$ cat config.mk
export PLATFORM = sky130hd
export DESIGN_NAME = fdd_drive
export DESIGN_NICKNAME = d
export VERILOG_FILES = /design/src/rtl/fdd_drive.sv
export SDC_FILE = /design/constraint.sdc
export NUM_CORES = 2
export LEC_CHECK = 0
export BUFFER_PORTS_ARGS = -buffer_cell sky130_fd_sc_hd__buf_2
export CORE_MARGIN = 5
export CORE_UTILIZATION = 40
export CTS_BUF_LIST = sky130_fd_sc_hd__clkbuf_16
export DETAILED_ROUTE_END_ITERATION = 6
export PLACE_DENSITY = 0.54
export SETUP_SLACK_MARGIN = 0.2
export SLEW_MARGIN = 20
export SYNTH_ARGS = -nofsm -noshare
export SYNTH_HDL_FRONTEND = slang
export SYNTH_SLANG_ARGS = --single-unit
export TNS_END_PERCENT = 10
$ cat constraint.sdc
create_clock -name i_clk_sys -period 8.76 [get_ports i_clk_sys]
set_clock_uncertainty 0.1 [all_clocks]
set_input_delay 0 -clock i_clk_sys [delete_from_list [all_inputs] [get_ports i_clk_sys]]
set_output_delay 0 -clock i_clk_sys [all_outputs]
set_load 0.005 [all_outputs]
$ cat src/rtl/fdd_drive.sv
// Floppy drive model: head stepping, spindle/index timing, spin-up ready,
// and a sector-read sequencer that fetches one sector from an SD image into a 512-byte buffer.
module fdd_drive #(
    parameter int sysCLK    = 21477270,
    parameter int ROT_TICKS = sysCLK / 5,
    parameter int IDX_TICKS = sysCLK / 250,
    parameter int MAX_TRACK = 79
) (
    input  logic        i_clk_sys,
    input  logic        i_reset,
    input  logic        i_img_mounted,
    input  logic        i_img_wp,
    input  logic [4:0]  i_img_spt,
    input  logic        i_motor_on,
    input  logic        i_side,
    input  logic        i_step,
    input  logic        i_dir,
    input  logic        i_rd_req,
    input  logic [4:0]  i_rd_sector,
    output logic        o_index,
    output logic        o_track0,
    output logic        o_ready,
    output logic        o_wprot,
    output logic [6:0]  o_track,
    output logic        o_rd_done,
    output logic        o_rd_err,
    output logic [31:0] o_sd_lba,
    output logic        o_sd_rd,
    input  logic        i_sd_ack,
    input  logic [8:0]  i_sd_buff_addr,
    input  logic [7:0]  i_sd_buff_dout,
    input  logic        i_sd_buff_wr,
    input  logic [8:0]  i_buf_addr,
    output logic [7:0]  o_buf_q
);
    // state      | meaning
    // S_IDLE     | waiting for rd_req
    // S_CHECK    | validate request, compute LBA
    // S_SD_REQ   | sd_rd held until host acks
    // S_SD_XFER  | host streams sector bytes into the buffer
    // S_DONE     | one-cycle rd_done strobe
    typedef enum logic [2:0] {S_IDLE, S_CHECK, S_SD_REQ, S_SD_XFER, S_DONE} state_t;

    localparam int             RW       = $clog2(ROT_TICKS);
    localparam logic [RW-1:0]  ROT_LAST = RW'(ROT_TICKS - 1);
    localparam logic [RW-1:0]  IDX_LIM  = RW'(IDX_TICKS);
    localparam logic [6:0]     TRK_MAX  = 7'(MAX_TRACK);

    state_t         r_state;
    state_t         w_next;
    logic           r_step_d;
    logic [6:0]     r_track;
    logic [RW-1:0]  r_rot;
    logic [1:0]     r_wraps;
    logic [4:0]     r_sec;
    logic [6:0]     r_trk_l;
    logic           r_side_l;
    logic           r_err;
    logic [31:0]    r_lba;
    logic [7:0]     r_buf [512];
    logic [7:0]     r_buf_q;
    logic           w_spin;
    logic           w_wrap;
    logic           w_bad;
    logic [31:0]    w_lba;

    assign w_spin = i_motor_on & i_img_mounted;
    assign w_wrap = (r_rot == ROT_LAST);

    always_ff @(posedge i_clk_sys) begin
        if (i_reset) begin
            r_step_d <= 1'b0;
            r_track  <= 7'd0;
        end else begin
            r_step_d <= i_step;
            if (i_step && !r_step_d) begin
                if (i_dir && r_track < TRK_MAX)
                    r_track <= r_track + 7'd1;
                else if (!i_dir && r_track != 7'd0)
                    r_track <= r_track - 7'd1;
            end
        end
    end

    // Wrap count saturates at 2, which is exactly the ready condition.
    always_ff @(posedge i_clk_sys) begin
        if (i_reset) begin
            r_rot   <= '0;
            r_wraps <= 2'd0;
        end else if (!w_spin) begin
            r_wraps <= 2'd0;
        end else if (w_wrap) begin
            r_rot <= '0;
            if (r_wraps != 2'd2)
                r_wraps <= r_wraps + 2'd1;
        end else begin
            r_rot <= r_rot + 1'b1;
        end
    end

    assign o_ready  = w_spin & (r_wraps == 2'd2);
    assign o_index  = w_spin & (r_rot < IDX_LIM);
    assign o_wprot  = i_img_wp & i_img_mounted;
    assign o_track  = r_track;
    assign o_track0 = (r_track == 7'd0);

    assign w_bad = !o_ready || (r_sec == 5'd0) || (r_sec > i_img_spt);
    assign w_lba = 32'({r_trk_l, r_side_l}) * 32'(i_img_spt) + 32'(r_sec) - 32'd1;

    always_ff @(posedge i_clk_sys) begin
        if (i_reset)
            r_state <= S_IDLE;
        else
            r_state <= w_next;
    end

    always_comb begin
        w_next = r_state;
        case (r_state)
            S_IDLE:    if (i_rd_req) w_next = S_CHECK;
            S_CHECK:   w_next = w_bad ? S_DONE : S_SD_REQ;
            S_SD_REQ: begin
                if (!i_img_mounted)
                    w_next = S_DONE;
                else if (i_sd_ack)
                    w_next = S_SD_XFER;
            end
            S_SD_XFER: if (!i_sd_ack) w_next = S_DONE;
            S_DONE:    w_next = S_IDLE;
            default:   w_next = S_IDLE;
        endcase
    end

    always_ff @(posedge i_clk_sys) begin
        if (i_reset) begin
            r_sec    <= 5'd0;
            r_trk_l  <= 7'd0;
            r_side_l <= 1'b0;
            r_err    <= 1'b0;
            r_lba    <= 32'd0;
        end else begin
            case (r_state)
                S_IDLE: begin
                    if (i_rd_req) begin
                        r_sec    <= i_rd_sector;
                        r_trk_l  <= r_track;
                        r_side_l <= i_side;
                    end
                end
                S_CHECK: begin
                    r_err <= w_bad;
                    if (!w_bad)
                        r_lba <= w_lba;
                end
                S_SD_REQ, S_SD_XFER: begin
                    if (!i_img_mounted)
                        r_err <= 1'b1;
                end
                default: ;
            endcase
        end
    end

    assign o_rd_done = (r_state == S_DONE);
    assign o_rd_err  = r_err;
    assign o_sd_rd   = (r_state == S_SD_REQ);
    assign o_sd_lba  = r_lba;

    // Buffer has no reset so it maps onto block RAM.
    always_ff @(posedge i_clk_sys) begin
        if (r_state == S_SD_XFER && i_sd_buff_wr)
            r_buf[i_sd_buff_addr] <= i_sd_buff_dout;
        r_buf_q <= r_buf[i_buf_addr];
    end

    assign o_buf_q = r_buf_q;
endmodule

==> results.md <==
* WP data required at about 9.5 ns
* Crit Path Max Fanout at 94
* Gpl congestion at a little over 0.8
* Synth Area per Inst at 21.3 µm²
* Tmin final at between 4 and 5 ns
* Max-Cap Viols at 0
* Hold Crit Class: primary input to flop
* Mapped Area at around 160000 µm²
* Most common cell after layout, fill and taps aside: edfxtp_1
* Routed Antenna Nets at 0
* Kind of end point of the critical path: flop
* WL per Instance at 30.8 µm
* Yosys warns at 0
* Vias in the first global route at roughly 80000
* Initial DRT Pass Iterations at 7
* Clk sink count at 4169
* Synth Flop Type: edfxtp_1
* Vias at 78400
* Worst-margin pin slew at 1.26 ns
* Reg clk slew, reported paths at ~0.06 ns
* Post-cts sizing count at 0
* Post-route DRC at 0
* Setup crit start kind: primary input
* Crit Path Class: primary input to flop
* Worst Hold Depth at 2
* RSZ-0062 raised after global routing: no
* Chip width at roughly 650 µm
* Cell Rows at 234
* Leak Pwr at 56.9 nW
* Hold endpoint: r_buf[426][6]
* Post-synthesis sequential area ratio at 0.764
* Area occupied by multi-input gates at 36000 µm²
* Fillers at about 34000
* Count of buffers from port buffering at 100
* # IOs at 101
* Reg2reg setup slack at 4.27 ns
* Grt ovf at 0
* Layout cell share with drive strength beyond 1 at 0.245
* Commonest non-fill, non-tap cells in the layout: 4096 x edfxtp_1, 1025 x mux4_2, 603 x nor2_1
* Setup_tns at 0 ns
* Root buf cell: clkbuf_16
* Post-synthesis register bit count at 4169
* PD cells at 228 nW/µm²
* First-iteration detailed-routing DRC count at 8238
* EDFF count, synth at 4096
* Synth Net Count at 7792
* Die Y at 648 µm
* First-pass GRT wire length at 605000 µm
* HPWL Detailed at about 250000 µm
* Status: complete, no violations
* Final Cycle Share at 0.552
* Core Region at 406000 µm²
* IR drop worst, VDD at 0.174 mV
* # nets final at 8042
* Full die area at about 420000 µm²
* R2R cell count at 17
* CTS Hold Bufs at 67
* H-tree Lvls at 5
* Synth cell types at 59
* Layout area overhead at 12.8%
* R2r startpoint: r_trk_l[3]
* Drt total wl at 423000 µm
* Hold slack at 0.0283 ns
* Achievable Freq at slightly above 0.2 GHz
* CTS Buf Count at 425
* Clock Path Buffers at 4
* Worst relative slew slack at 0.161
* Hold Crit Start: i_sd_buff_dout[6]
* Slew Viols, Final at 0
* Post-Syn Instances at 7668
* Pin count of the biggest net entering global routing at 189
* Ys async rst share at 0
* Reg2reg end: o_sd_lba[30]
* Register area at 124000 µm²
* Initial antenna violation count at 31
* Worst EP arrival at 5.59 ns
* # setup viols final at 0
* Worst skew pair latency at 0.97 ns
* CTS tree: yes
* Initial Util at 0.401
* GR Util All Layers at 0.199
* Setup bufs post-CTS at 0
* Vias per inst at 5.71
* Fin. Hold Viols at 0
## report_power, final
| group | switching [W] | internal [W] |
|---|---|---|
| registers | 0.0000311 | 0.0219 |
| clock network | 0.00766 | 0.0102 |
| logic | 0.00142 | 0.000797 |
## layer usage
layer | global-route usage | up-vias | wire, µm
met4 | 0.0553 | 10 | 12200
met2 | 0.314 | 2829 | 200000
met1 | 0.283 | 42400 | 179000
li1 | - | 32500 | -
met5 | 0 | - | 57
met3 | 0.0399 | 640 | 31500
## per-stage QoR
stage / instances / total power, W / setup WS [ns] / cell area (µm²) / util
final: 13700 / 0.0420 / 3.92 / 184000 / 0.453
after global routing: 13700 / 0.0433 / 3.53 / 184000 / 0.453
after CTS: 13700 / 0.0424 / 3.78 / 184000 / 0.453
after detailed placement: 12900 / 0.0246 / 3.27 / 170000 / 0.417
after global placement: 12900 / 0.0246 / 3.20 / 170000 / 0.417
after floorplan: 7668 / 0.0236 / 4.65 / 163000 / -
## flip-flops by register name, indices dropped and copies added, names as in the netlist
name      flops
r_state       3
r_trk_l       7
r_step_d      1
r_buf      4096
r_side_l      1
o_rd_err      1
r_wraps       2
o_sd_lba     15
r_sec         5
o_track       7
o_buf_q       8
r_rot        23
## worst max-delay path, stage by stage
cell,delay (ns)
buf_12,0.61
buf_4,0.62
buf_4,0.72
mux4_2,0.60
mux2_2,0.27
o221ai_1,0.18
a221oi_1,0.16
nor4_1,0.80
a32oi_1,0.47
and3_1,0.33
dlygate4sd3_1,0.55
## synthesized netlist by cell type, types with 25 or more instances
cell / count / area share
inv_1: 58 / 0.0013
nand2_1: 157 / 0.0036
a221oi_1: 92 / 0.0049
mux2i_1: 166 / 0.010
fa_1: 25 / 0.0031
mux2_2: 125 / 0.0086
buf_1: 37 / 0.00085
a21oi_1: 51 / 0.0016
and2_1: 29 / 0.0011
o221ai_1: 95 / 0.0051
edfxtp_1: 4096 / 0.75
buf_4: 89 / 0.0041
nor2_1: 605 / 0.014
o22ai_1: 55 / 0.0021
clkbuf_1: 248 / 0.0057
ha_1: 52 / 0.0040
buf_6: 30 / 0.0021
buf_2: 89 / 0.0027
dfxtp_1: 73 / 0.0090
o22a_1: 76 / 0.0041
o21ai_0: 124 / 0.0038
nand3_1: 35 / 0.0011
mux4_2: 1025 / 0.14
## worst max path at each step
stage | end | startpoint | slack (ns) | depth (start not counted)
global route | o_buf_q[6] | i_buf_addr[0] | 3.53 | 11
floorplan | o_sd_lba[13] | r_trk_l[3] | 4.65 | 17
global placement | o_buf_q[6] | i_buf_addr[0] | 3.20 | 10
CTS | o_buf_q[6] | i_buf_addr[0] | 3.78 | 10
finish | o_buf_q[6] | i_buf_addr[0] | 3.92 | 11
detailed placement | o_buf_q[6] | i_buf_addr[0] | 3.27 | 10
## area by class of cell
cell class,instances,share of cell area
well taps,5428,0.0369
clock buffers,427,0.0581
flip-flops and latches,4169,0.677
repair buffers,316,0.0146
diodes,15,0.000204
multi-input cells,2947,0.196
inverters,59,0.00124
clock inverters,359,0.0164
## kinds of logic after synthesis
kind of cell	Yosys count	synth area share
adder cells (fa/ha/maj)	77	0.00706
AND/OR/NAND/NOR	931	0.0239
AO/OA/AOI/OAI	583	0.0260
buffers and inverters	552	0.0168
multiplexers	1316	0.160
XOR/XNOR	40	0.00215
flip-flops	4169	0.764
Note: power is estimated with default switching activity, not from simulation.
